<file path="config.mk">
export PLATFORM = sky130hd
export DESIGN_NAME = vlane_store_packer
export DESIGN_NICKNAME = d
export VERILOG_FILES = /design/src/rtl/vlane_store_packer.sv
export SDC_FILE = /design/constraint.sdc
export NUM_CORES = 1
export LEC_CHECK = 0
export BUFFER_PORTS_ARGS = -buffer_cell sky130_fd_sc_hd__buf_2
export CAP_MARGIN = 20
export CORE_MARGIN = 2
export CORE_UTILIZATION = 30
export CTS_CLUSTER_DIAMETER = 80
export DETAILED_ROUTE_END_ITERATION = 12
export PLACE_DENSITY_LB_ADDON = 0.1
export SYNTH_ARGS = -nofsm -noshare
export SYNTH_HDL_FRONTEND = slang
export SYNTH_SLANG_ARGS = --single-unit
</file>
<file path="constraint.sdc">
create_clock -name clk_i -period 3.6 [get_ports clk_i]
set_input_delay 0.72 -clock clk_i [delete_from_list [all_inputs] [get_ports clk_i]]
set_output_delay 0.72 -clock clk_i [all_outputs]
set_load 0.02 [all_outputs]
</file>
<file path="src/rtl/vlane_store_packer.sv">
`timescale 1ns/1ps
// vlane_store_packer
//   Store-data packer between the vector lanes and the AXI write stream.
//   It takes one element group per lane handshake, where element k comes
//   from lane k. It then packs the SEW-sized elements, in element order,
//   into OUT_W-wide beats, one element per cycle. Each beat carries byte
//   strobes, and the beat holding element vl-1 carries tlast.
//
//   Optional feature: define VLANE_STORE_MASK_EN to add lane_mask_i.
//   A masked element keeps its byte slot, but its data and strobes are
//   zero.
//
//   Ports
//     clk_i, rst_i            clock, synchronous active-high reset
//     start_i, sew_i, vl_i    transfer start (sampled in IDLE), element width, element count
//     busy_o, done_o          not-IDLE flag, one-cycle completion pulse
//     lane_data_i/_valid_i    element group (lane k at [32k+31:32k])
//     lane_mask_i             per-element enable (VLANE_STORE_MASK_EN only)
//     lane_ready_o            group ready
//     wr_t*                   AXI-stream style write beat output
//
//   state | meaning
//   IDLE  | waiting for start_i
//   RUN   | accepting groups and packing elements
//   DRAIN | last beat loaded, waiting for its handshake
module vlane_store_packer #(
    parameter int VLANE_NUM = 4,
    parameter int OUT_W     = 64,
    parameter int VL_W      = 16
) (
    input  logic                   clk_i,
    input  logic                   rst_i,
    input  logic                   start_i,
    input  logic [1:0]             sew_i,
    input  logic [VL_W-1:0]        vl_i,
    output logic                   busy_o,
    output logic                   done_o,
    input  logic [VLANE_NUM*32-1:0] lane_data_i,
`ifdef VLANE_STORE_MASK_EN
    input  logic [VLANE_NUM-1:0]   lane_mask_i,
`endif
    input  logic                   lane_valid_i,
    output logic                   lane_ready_o,
    output logic [OUT_W-1:0]       wr_tdata_o,
    output logic [OUT_W/8-1:0]     wr_tstrb_o,
    output logic                   wr_tvalid_o,
    output logic                   wr_tlast_o,
    input  logic                   wr_tready_i
);
    localparam int OB = OUT_W / 8;
    localparam int OW = $clog2(OB);
    localparam int CW = $clog2(VLANE_NUM + 1);
    localparam int IW = (VLANE_NUM > 1) ? $clog2(VLANE_NUM) : 1;

    typedef enum logic [1:0] {IDLE, RUN, DRAIN} state_t;
    state_t state_q, state_nx;

    logic [1:0]             sew_q;
    logic [VL_W-1:0]        rem_q;      // elements not yet taken into a group
    logic [VLANE_NUM*32-1:0] grp_data_q;
    logic [CW-1:0]          grp_cnt_q;  // live elements still to pack from the group
    logic [IW-1:0]          grp_idx_q;
`ifdef VLANE_STORE_MASK_EN
    logic [VLANE_NUM-1:0]   grp_mask_q;
`endif
    logic [OUT_W-1:0]       acc_data_q, acc_data_nx;
    logic [OB-1:0]          acc_strb_q, acc_strb_nx;
    logic [OW-1:0]          off_q;
    logic [OUT_W-1:0]       out_data_q;
    logic [OB-1:0]          out_strb_q;
    logic                   out_valid_q, out_last_q, done_q;

    logic [2:0]             size;
    logic [OW:0]            off_sum;
    logic [OW-1:0]          bidx;
    logic [31:0]            elem;
    logic                   elem_en, elem_close, last_elem, pack_en, out_hs, out_free, accept;
    logic [CW-1:0]          live;

    // Packing datapath
    always_comb begin
        size       = 3'd1 << sew_q;
        off_sum    = {1'b0, off_q} + (OW+1)'(size);
        last_elem  = (grp_cnt_q == CW'(1)) && (rem_q == '0);
        elem_close = (off_sum == (OW+1)'(OB)) || last_elem;
        out_hs     = out_valid_q && wr_tready_i;
        out_free   = !out_valid_q || wr_tready_i;
        // The closing element goes straight to the output register, so it
        // may only pack when that register can take it.
        pack_en    = (state_q == RUN) && (grp_cnt_q != '0) && (!elem_close || out_free);
        accept     = lane_valid_i && lane_ready_o;
        live       = (rem_q < VL_W'(VLANE_NUM)) ? CW'(rem_q) : CW'(VLANE_NUM);
        elem       = grp_data_q[grp_idx_q*32 +: 32];
`ifdef VLANE_STORE_MASK_EN
        elem_en    = grp_mask_q[grp_idx_q];
`else
        elem_en    = 1'b1;
`endif
        acc_data_nx = acc_data_q;
        acc_strb_nx = acc_strb_q;
        bidx        = '0;
        for (int b = 0; b < 4; b++) begin
            if (3'(b) < size) begin
                bidx = off_q + OW'(b);
                acc_data_nx[bidx*8 +: 8] = elem_en ? elem[b*8 +: 8] : 8'h00;
                acc_strb_nx[bidx]        = elem_en;
            end
        end
    end

    // FSM: state register
    always_ff @(posedge clk_i) begin
        if (rst_i) state_q <= IDLE;
        else       state_q <= state_nx;
    end

    // FSM: next state
    always_comb begin
        state_nx = state_q;
        case (state_q)
            IDLE:    if (start_i && (vl_i != '0))   state_nx = RUN;
            RUN:     if (pack_en && last_elem)      state_nx = DRAIN;
            DRAIN:   if (out_hs && out_last_q)      state_nx = IDLE;
            default: state_nx = IDLE;
        endcase
    end

    // FSM: outputs
    always_comb begin
        busy_o       = (state_q != IDLE);
        // rem_q != 0 keeps a spare group from being taken after the final one.
        lane_ready_o = (state_q == RUN) && (rem_q != '0) &&
                       ((grp_cnt_q == '0) || ((grp_cnt_q == CW'(1)) && pack_en));
    end

    always_ff @(posedge clk_i) begin
        if (rst_i) begin
            sew_q       <= '0;
            rem_q       <= '0;
            grp_data_q  <= '0;
            grp_cnt_q   <= '0;
            grp_idx_q   <= '0;
`ifdef VLANE_STORE_MASK_EN
            grp_mask_q  <= '0;
`endif
            acc_data_q  <= '0;
            acc_strb_q  <= '0;
            off_q       <= '0;
            out_data_q  <= '0;
            out_strb_q  <= '0;
            out_valid_q <= 1'b0;
            out_last_q  <= 1'b0;
            done_q      <= 1'b0;
        end else begin
            done_q <= 1'b0;
            if ((state_q == IDLE) && start_i) begin
                sew_q      <= (sew_i == 2'd3) ? 2'd2 : sew_i;
                rem_q      <= vl_i;
                off_q      <= '0;
                acc_data_q <= '0;
                acc_strb_q <= '0;
                if (vl_i == '0) done_q <= 1'b1;
            end
            if ((state_q == DRAIN) && out_hs && out_last_q) done_q <= 1'b1;

            if (accept) begin
                grp_data_q <= lane_data_i;
`ifdef VLANE_STORE_MASK_EN
                grp_mask_q <= lane_mask_i;
`endif
                grp_idx_q  <= '0;
                grp_cnt_q  <= live;
                rem_q      <= rem_q - VL_W'(live);
            end else if (pack_en) begin
                grp_cnt_q  <= grp_cnt_q - CW'(1);
                grp_idx_q  <= grp_idx_q + IW'(1);
            end

            if (pack_en) begin
                if (elem_close) begin
                    out_data_q <= acc_data_nx;
                    out_strb_q <= acc_strb_nx;
                    out_last_q <= last_elem;
                    acc_data_q <= '0;
                    acc_strb_q <= '0;
                    off_q      <= '0;
                end else begin
                    acc_data_q <= acc_data_nx;
                    acc_strb_q <= acc_strb_nx;
                    off_q      <= off_sum[OW-1:0];
                end
            end

            if (pack_en && elem_close) out_valid_q <= 1'b1;
            else if (out_hs)           out_valid_q <= 1'b0;
        end
    end

    assign done_o      = done_q;
    assign wr_tdata_o  = out_data_q;
    assign wr_tstrb_o  = out_strb_q;
    assign wr_tvalid_o = out_valid_q;
    assign wr_tlast_o  = out_last_q;
endmodule

</file>
==> impl_metrics.ini, run 1 <==
[status]
status = finished clean

[timing]
setup_ws_ns = 0.127
relSlewSlack_pct = 34.6
holdWs_ns = 0.391
fin_crit_sh_pct = 96.5
clock_skew_ns = 0.0272
finalSetupViolations = 0
slew_viol_final = 0
hold_viol = 0
rsz0062_at_grt = false
totalNegativeSetupSlack_ns = 0
finalWorstPathRequiredPeriod_ns = 3.47
worst_pin_slew_ns = 0.977
max_freq_ghz = 0.288

[place]
gp_congestion = 0.950
port_buffers = 227
dp_hpwl_mm = 42.8
place_inst = 2666
place_ws_ns = 0.371

[critical_path]
crit_required_ns = 2.88
path_cells = inv_2 > ha_4 > ha_4 > inv_2 > fa_2 > nor4bb_4 > a22oi_2 > o21a_2 > o21a_1 > buf_6
worstRegToRegCells = 9
reg2reg_from = off_q[0]
path_max_fanout = 4
slowest_stage = fa_2
startpoint_type = register
crit_path_max_incr_delay_ns = 0.55
end_kind = primary output
arrival_ns = 2.75
path_class = register to primary output
critical_path.startpoint = sew_q[0]

[synthesis]
synth-warning-count = 0
avgSynthCellArea_um2 = 8.51
ys_seq_elements = 303
syn_area_um2 = 15400
synthArstFlopShare_pct = 0
syn_nets = 1990
yosysSeqAreaShare_pct = 39.4
syn_inst = 1809
synth_edf_count = 0
synthFlopType = dfxtp_1
synth.distinct_cells = 85

[cts]
clk-insertion-delay-late_ns = 0.57
path_clk_slew_ns = 0.06
clock_path_buffers = 3
h-tree-depth = 2
cts-root-buf = clkbuf_16
cts_buffers = 38
cts_tree = built
cts.sinks = 303
holdBufCountCts = 0

[floorplanning]
die_x_um = 231
die_area_um2 = 53200
rows = 83
pin_count = 228
die_y_um = 231
core-area_um2 = 51000
start_util_pct = 30.2

[job]
drv_cap = 0

[global_route]
grt_overflow = 0
grtUsageMet3_pct = 3.32
grt_start_max_net_pins = 158
grt_usage_pct = 22.4
busiest_layer = met2
antenna_found_initial = 0
grt_pass1_vias = 14805
grtUsageMet1_pct = 29.2
grt_util_met2_pct = 37.1
grt_pass1_wl_mm = 91.7

[worst_hold_path]
whs_path_depth = 3
hold_start = lane_data_i[42]
hold_class = primary input to register

[detailed_routing]
via_per_inst = 5.53
vias = 15145
first_pass_iters = 8
drc = 0
antenna_left = 0
routed_wl_mm = 61.2
wl_per_cell_um = 22.3
drtIter0Drc = 1371

[pwr]
power_frac_clock_pct = 44.8
netSwitchingFraction_pct = 28.8
switching_power_uw = 2650
p_seq_share_pct = 38.8
leakage_uw = 0.00702
pwr-share-comb_pct = 16.4
finalPower_uw = 9210
irDropWorstVdd_mv = 0.303
internal-power_uw = 6560
power_density_nw_per_um2 = 481

[final_layout]
drive_above_1_share_pct = 23.7
nets = 2213
instances_no_fill = 2741
diodes = 0
fill_cells = 5249
syn_to_final_growth_pct = 24.4
## critical path: cells and delay by family, from the launching register on
family                   cells  cell delay (ns)
adder cells (fa/ha/maj)      3             0.81
buffers and inverters        3             0.27
AO/OA/AOI/OAI                3             0.56
AND/OR/NAND/NOR              1             0.21
flip-flops                   1             0.34
## cell families (layout without fill, tap and decap cells)
logic type / Yosys count / count (layout) / share of synthesized area (%)
buf+inv: 181 / 433 / 5.28
flops: 303 / 303 / 39.4
xor+xnor: 7 / 7 / 0.496
fa+ha+maj: 30 / 30 / 2.49
other cells: 1 / 1 / 0.0244
simple gates: 643 / 643 / 18.9
compound gates: 586 / 586 / 27.0
mux: 58 / 58 / 6.37
## state kept, by name (all words and copies together), names as in the netlist
register,count
grp_data_q,128
acc_data_q,64
wr_tdata_o,64
rem_q,16
acc_strb_q,8
wr_tstrb_o,8
grp_cnt_q,3
off_q,3
grp_idx_q,2
sew_q,2
state_q,2
done_o,1
wr_tlast_o,1
wr_tvalid_o,1
## stage by stage
step	util, %	area (um^2)
floorplan	-	15500
CTS	37.4	19100
global route	37.6	19200
global placement	34.6	17600
finish	37.6	19200
detailed placement	34.6	17600
## power groups by stage
stage | clock network [uW] | registers, uW | logic, uW
2_1_floorplan | 0 | 3610 | 899
5_1_grt | 4370 | 3590 | 1630
3_3_place_gp | 0 | 3640 | 1460
4_1_cts | 4240 | 3570 | 1480
6_report | 4130 | 3570 | 1510
3_5_place_dp | 0 | 3650 | 1460
## cell usage in the layout, fill, tap and decap left out, types with 11 or more instances in the layout
cell type,count
a221oi_1,27
a311oi_1,11
o211ai_1,12
o21ai_0,27
clkbuf_16,39
buf_12,12
ha_1,27
a21oi_1,205
o2bb2ai_1,37
a32oi_1,17
a31oi_1,33
o31ai_1,11
nor2_1,111
a211oi_1,54
buf_4,86
mux4_2,32
nand3_1,63
a22o_1,15
mux2i_1,26
a22oi_1,19
a222oi_1,17
nor3_1,33
and2_1,24
and3_1,29
inv_1,30
buf_2,225
nand2_1,316
dfxtp_1,299
## repair_timing
action,4_1_cts,5_1_grt
gates cloned,0,1
pin swaps,2,2
setup buffers,2,2
endpoints found under the setup margin,1,2
gates resized for setup,11,13
## per-layer routing
layer,vias to the layer above,part of all wire [%]
met5,-,0
met4,0,3.6
met3,108,5.5
met2,550,47
met1,7321,44
li1,7166,-
## path summary, 6_finish.rpt
kind	slack, ns	end
max	0.13	lane_ready_o
min	0.39	grp_data_q[42]
max reg2reg	0.23	wr_tdata_o[47]
min reg2reg	0.45	grp_data_q[68]
## Yosys cell counts (6+ instances only)
cell type  number  area (um^2)
nand2_1       316         1190
dfxtp_1       303         6070
a21oi_1       205         1030
nor2_1        111          417
clkbuf_1       72          270
nand3_1        63          315
a211oi_1       54          405
buf_2          47          235
o2bb2ai_1      37          324
nor3_1         34          170
a31oi_1        33          206
inv_1          33          124
mux4_2         32          721
and3_1         29          181
ha_1           29          363
a221oi_1       27          236
o21ai_0        27          135
mux2i_1        26          260
and2_1         24          150
a22oi_1        20          150
a222oi_1       17          170
a32oi_1        17          149
a22o_1         15          131
buf_1          12         45.0
o211ai_1       12         90.1
a311oi_1       11         96.3
o31ai_1        11         82.6
a211oi_2       10          125
a22o_2         10          100
o22ai_1        10         62.6
o311ai_0       10         87.6
a21boi_0        9         67.6
o31a_1          9         78.8
nand2b_1        8         50.1
or3_1           8         50.1
buf_6           7         78.8
o2111ai_1       7         61.3
buf_4           6         45.0
nand4_1         6         37.5
## final cells by class
type	instances	area (um^2)	share of cell area [%]
Clock buffer	50	1080	5.62
Clock inverter	19	279	1.46
Inverter	37	140	0.732
Multi-Input combinational cell	1325	8660	45.2
Sequential cell	303	6080	31.7
Tap cell	680	851	4.44
Timing Repair Buffer	327	2070	10.8
Power figures use the tool's default switching activity.
==> inputs of run 2 (changes only) <==
==> constraint.sdc (replaced) <==
create_clock -name clk_i -period 3.6 [get_ports clk_i]
set_input_delay 0 -clock clk_i [delete_from_list [all_inputs] [get_ports clk_i]]
set_output_delay 0 -clock clk_i [all_outputs]
set_load 0.02 [all_outputs]
==> impl_metrics.ini, run 2 (synthesized netlist as in run 1, its figures left out) <==
[global_route]
antenna_found_initial = 0
grt_usage_pct = 23.0
grt_overflow = 0
grt_pass1_vias = 15630
grt_start_max_net_pins = 170
grt_pass1_wl_mm = 94.8

[pwr]
irDropWorstVdd_mv = 0.302
power_frac_clock_pct = 41.9
netSwitchingFraction_pct = 29.5
finalPower_uw = 8920
switching_power_uw = 2630
power_density_nw_per_um2 = 437
p_seq_share_pct = 39.9
internal-power_uw = 6290
leakage_uw = 0.00755
pwr-share-comb_pct = 18.1

[floorplanning]
start_util_pct = 30.2
die_y_um = 231
die_area_um2 = 53200
core-area_um2 = 51000
pin_count = 228
rows = 83
die_x_um = 231

[cts]
cts.sinks = 303
path_clk_slew_ns = 0.06
cts_tree = built
h-tree-depth = 2
cts-root-buf = clkbuf_16
clk-insertion-delay-late_ns = 0.57
clock_path_buffers = 3
cts_buffers = 37

[final_layout]
largest_reg_flops = 128
instances_no_fill = 2884
fill_cells = 5149
drive_above_1_share_pct = 21.0
nets = 2362
syn_to_final_growth_pct = 32.5
top_register = grp_data_q
diodes = 0
final_common_cell = nand2_1
layout_common_cells = 316 x nand2_1, 302 x dfxtp_1, 226 x buf_2, 205 x a21oi_1, 156 x dlygate4sd3_1

[critical_path]
startpoint_type = register
cpLargestDelayFamily = compound AO/OA/AOI/OAI gates
arrival_ns = 3.86
path_max_fanout = 11
end_kind = register
crit_required_ns = 4.04
crit_buf_inv = 3
path_cells = inv_1 > ha_1 > ha_1 > inv_1 > fa_1 > nor4bb_1 > a22oi_1 > o21a_1 > o21a_2 > a41o_1 > a31oi_1 > dlygate4sd3_1
path_class = register to register
slowest_stage = dlygate4sd3_1
crit_path_max_incr_delay_ns = 0.59

[timing]
hold_viol = 0
slew_viol_final = 0
totalNegativeSetupSlack_ns = 0
finalSetupViolations = 0
relSlewSlack_pct = 31.9
finalWorstPathRequiredPeriod_ns = 3.41
rsz0062_at_grt = false
max_freq_ghz = 0.293
fin_crit_sh_pct = 94.8
worst_pin_slew_ns = 1.02
clock_skew_ns = 0.0180

[worst_hold_path]
hold_class = primary input to register

[detailed_routing]
routed_wl_mm = 62.9
drc = 0
drtIter0Drc = 1417
vias = 15696
via_per_inst = 5.44
wl_per_cell_um = 21.8
first_pass_iters = 6
antenna_left = 0

[job]
drv_cap = 0

[place]
port_buffers = 227
place_inst = 2665
gp_congestion = 0.921
dp_hpwl_mm = 43.0

[status]
status = finished clean
## run 2: power groups by stage
stage | registers [uW] | clock network [uW] | logic, uW
6_report | 3560 | 3740 | 1620
5_1_grt | 3580 | 3990 | 1750
4_1_cts | 3560 | 3860 | 1600
3_5_place_dp | 3640 | 0 | 1470
3_3_place_gp | 3630 | 0 | 1460
2_1_floorplan | 3610 | 0 | 899
## run 2: what timing repair did
item	in CTS	in global routing
endpoints found under the setup margin	0	3
hold endpoints to repair	208	0
gates resized for setup	0	2
buffers inserted	0	1
hold buffers	156	0
## run 2: final cells by class
type | instances | area (um^2) | area share, %
tap | 680 | 851 | 4.17
timing repair buffer | 477 | 3550 | 17.4
inverter | 37 | 140 | 0.687
sequential | 303 | 6070 | 29.7
clock buffer | 49 | 1040 | 5.10
clock inverter | 13 | 170 | 0.834
multi-input combinational | 1325 | 8590 | 42.1
## run 2: path summary, 6_finish.rpt
check,cells after the start,endpoint,startpoint,slack [ns]
worst min-delay path,4,grp_data_q[81],lane_data_i[81],0.21
worst min register to register,2,grp_data_q[114],grp_data_q[114],0.45
worst max register to register,12,rem_q[6],sew_q[0],0.19
worst max-delay path,12,rem_q[6],sew_q[0],0.19
## run 2: routing by layer
metal | part of all wire [%] | global-route usage, % | vias to the layer above
li1 | - | - | 7452
met1 | 43 | 28.8 | 7587
met2 | 48 | 39.3 | 542
met3 | 5.4 | 4.19 | 115
met4 | 3.6 | 9.05 | 0
met5 | 0 | 0 | -
## run 2: per-stage QoR
stage	util, %	setup WS, ns	instance area, um^2	hold slack, ns
floorplan	-	0.00273	15500	0.136
global placement	34.5	0.348	17600	0.243
detailed placement	34.6	0.276	17600	0.247
CTS	40.0	0.0290	20400	0.179
global route	40.0	0.00830	20400	0.213
finish	40.0	0.187	20400	0.215
## run 2: worst reg2reg max path: stages (launching register included)
cell           delay [ns]
dfxtp_1              0.38
inv_1                0.10
ha_1                 0.20
ha_1                 0.19
inv_1                0.07
fa_1                 0.43
nor4bb_1             0.15
a22oi_1              0.31
o21a_1               0.30
o21a_2               0.30
a41o_1               0.21
a31oi_1              0.07
dlygate4sd3_1        0.59
==> inputs of run 3 (changes only) <==
--- a/config.mk
+++ b/config.mk
@@ -5,7 +5,7 @@
 export SDC_FILE = /design/constraint.sdc
 export NUM_CORES = 1
 export LEC_CHECK = 0
-export BUFFER_PORTS_ARGS = -buffer_cell sky130_fd_sc_hd__buf_2
+export BUFFER_PORTS_ARGS = -buffer_cell sky130_fd_sc_hd__clkbuf_2
 export CAP_MARGIN = 20
 export CORE_MARGIN = 2
 export CORE_UTILIZATION = 30
==> impl_metrics.ini, run 3 (synthesized netlist as in run 1, its figures left out) <==
[critical_path]
crit_path_max_incr_delay_ns = 0.61
slowest_stage = dlygate4sd3_1
end_kind = register
path_class = register to register
path_cells = inv_1 > ha_1 > ha_1 > inv_1 > fa_1 > nor4bb_1 > a22oi_1 > o21a_2 > o211ai_1 > o211ai_1 > a31oi_1 > dlygate4sd3_1
path_max_fanout = 5
worstRegToRegCells = 12
arrival_ns = 3.82
crit_required_ns = 4.05
crit_buf_inv = 3
cpLargestDelayFamily = compound AO/OA/AOI/OAI gates
startpoint_type = register
cp.depth = 12

[timing]
relSlewSlack_pct = 30.3
worst_pin_slew_ns = 1.04
totalNegativeSetupSlack_ns = 0
clock_skew_ns = 0.0305
rsz0062_at_grt = false
hold_viol = 0
max_freq_ghz = 0.297
fin_crit_sh_pct = 93.7
finalWorstPathRequiredPeriod_ns = 3.37
finalSetupViolations = 0
slew_viol_final = 0

[cts]
cts-root-buf = clkbuf_16
cts.sinks = 303
clock_path_buffers = 3
clk-insertion-delay-late_ns = 0.58
h-tree-depth = 2
cts_buffers = 38
cts_tree = built
path_clk_slew_ns = 0.06

[floorplanning]
core-area_um2 = 51000
rows = 83
die_x_um = 231
pin_count = 228
die_y_um = 231
start_util_pct = 30.2
die_area_um2 = 53200

[detailed_routing]
routed_wl_mm = 62.8
wl_per_cell_um = 21.7
drtIter0Drc = 1416
vias = 15707
antenna_left = 0
via_per_inst = 5.43
first_pass_iters = 8
drc = 0

[final_layout]
largest_reg_flops = 128
syn_to_final_growth_pct = 33.0
drive_above_1_share_pct = 21.2
layout_common_cells = 316 x nand2_1, 302 x dfxtp_1, 226 x clkbuf_2, 205 x a21oi_1, 155 x dlygate4sd3_1
nets = 2368
multi_input_comb_area_um2 = 8600
seq_area_um2 = 6070
diodes = 0
fin_util_pct = 40.2
fill_cells = 5191
top_register = grp_data_q
final_common_cell = nand2_1

[global_route]
grt_pass1_vias = 15456
grt_pass1_wl_mm = 94.9
antenna_found_initial = 3
grt_overflow = 0
grt_usage_pct = 23.1
grt_start_max_net_pins = 172

[status]
status = finished clean

[worst_hold_path]
whs_path_depth = 4
hold_class = primary input to register

[pwr]
finalPower_uw = 9040
power_density_nw_per_um2 = 441
leakage_uw = 0.00754
irDropWorstVdd_mv = 0.267

[place]
dp_hpwl_mm = 42.7
port_buffers = 227
gp_congestion = 0.907

[job]
drv_cap = 0
## run 3: cell count changes in the layout (fill, tap and decap cells not counted), moves of 2 or more
cell        change
buf_2         -226
buf_4           +7
clkbuf_1        +2
clkbuf_2      +226
clkbuf_8        +2
clkinv_2        -6
clkinvlp_4      +2
## run 3: per-stage QoR
step	instance area [um^2]	hold slack, ns	std cells	setup WS, ns
final	20500	0.189	2890	0.228
after global routing	20500	0.179	2890	0.0336
after CTS	20500	0.156	2888	0.0335
after detailed placement	17600	0.230	2670	0.355
after global placement	17600	0.228	2669	0.394
after floorplan	15500	0.136	1809	0.00273
## run 3: power breakdown
part | switching (uW) | internal (uW)
Clock | 1580 | 2280
Combinational | 992 | 612
Sequential | 92.4 | 3480
## run 3: metal layers
layer  up-vias  global-route usage (%)  wire length, um
met1      7511                    29.7            26700
met4         0                    9.48             2410
li1       7460                       -                -
met5         -                       0                0
met3       134                    3.62             3780
met2       602                    38.5            29900
## run 3: area by class of cell
type | count | share of cell area, %
Multi-Input combinational cell | 1325 | 42.0
Sequential cell | 303 | 29.6
Timing Repair Buffer | 482 | 17.4
Clock buffer | 54 | 5.38
Tap cell | 680 | 4.16
Clock inverter | 9 | 0.739
Inverter | 37 | 0.684
## run 3: worst min-delay path, delay by kind of cell
kind                   cells  cell delay, ns
buffers and inverters      2            0.63
AND/OR/NAND/NOR            1            0.05
AO/OA/AOI/OAI              1            0.05
## run 3: final timing paths
path              slack (ns)               to             start
hold reg to reg         0.45   grp_data_q[74]    grp_data_q[74]
setup / recovery        0.23         rem_q[5]          sew_q[1]
setup reg to reg        0.23         rem_q[5]          sew_q[1]
hold / removal          0.19  grp_data_q[112]  lane_data_i[112]
## run 3: repair_timing
| action | CTS | global route |
|---|---|---|
| gates resized for setup | 0 | 3 |
| buffers inserted | 0 | 2 |
| setup endpoints to repair | 0 | 2 |
| hold buffers | 155 | 0 |
| endpoints found under the hold margin | 213 | 0 |
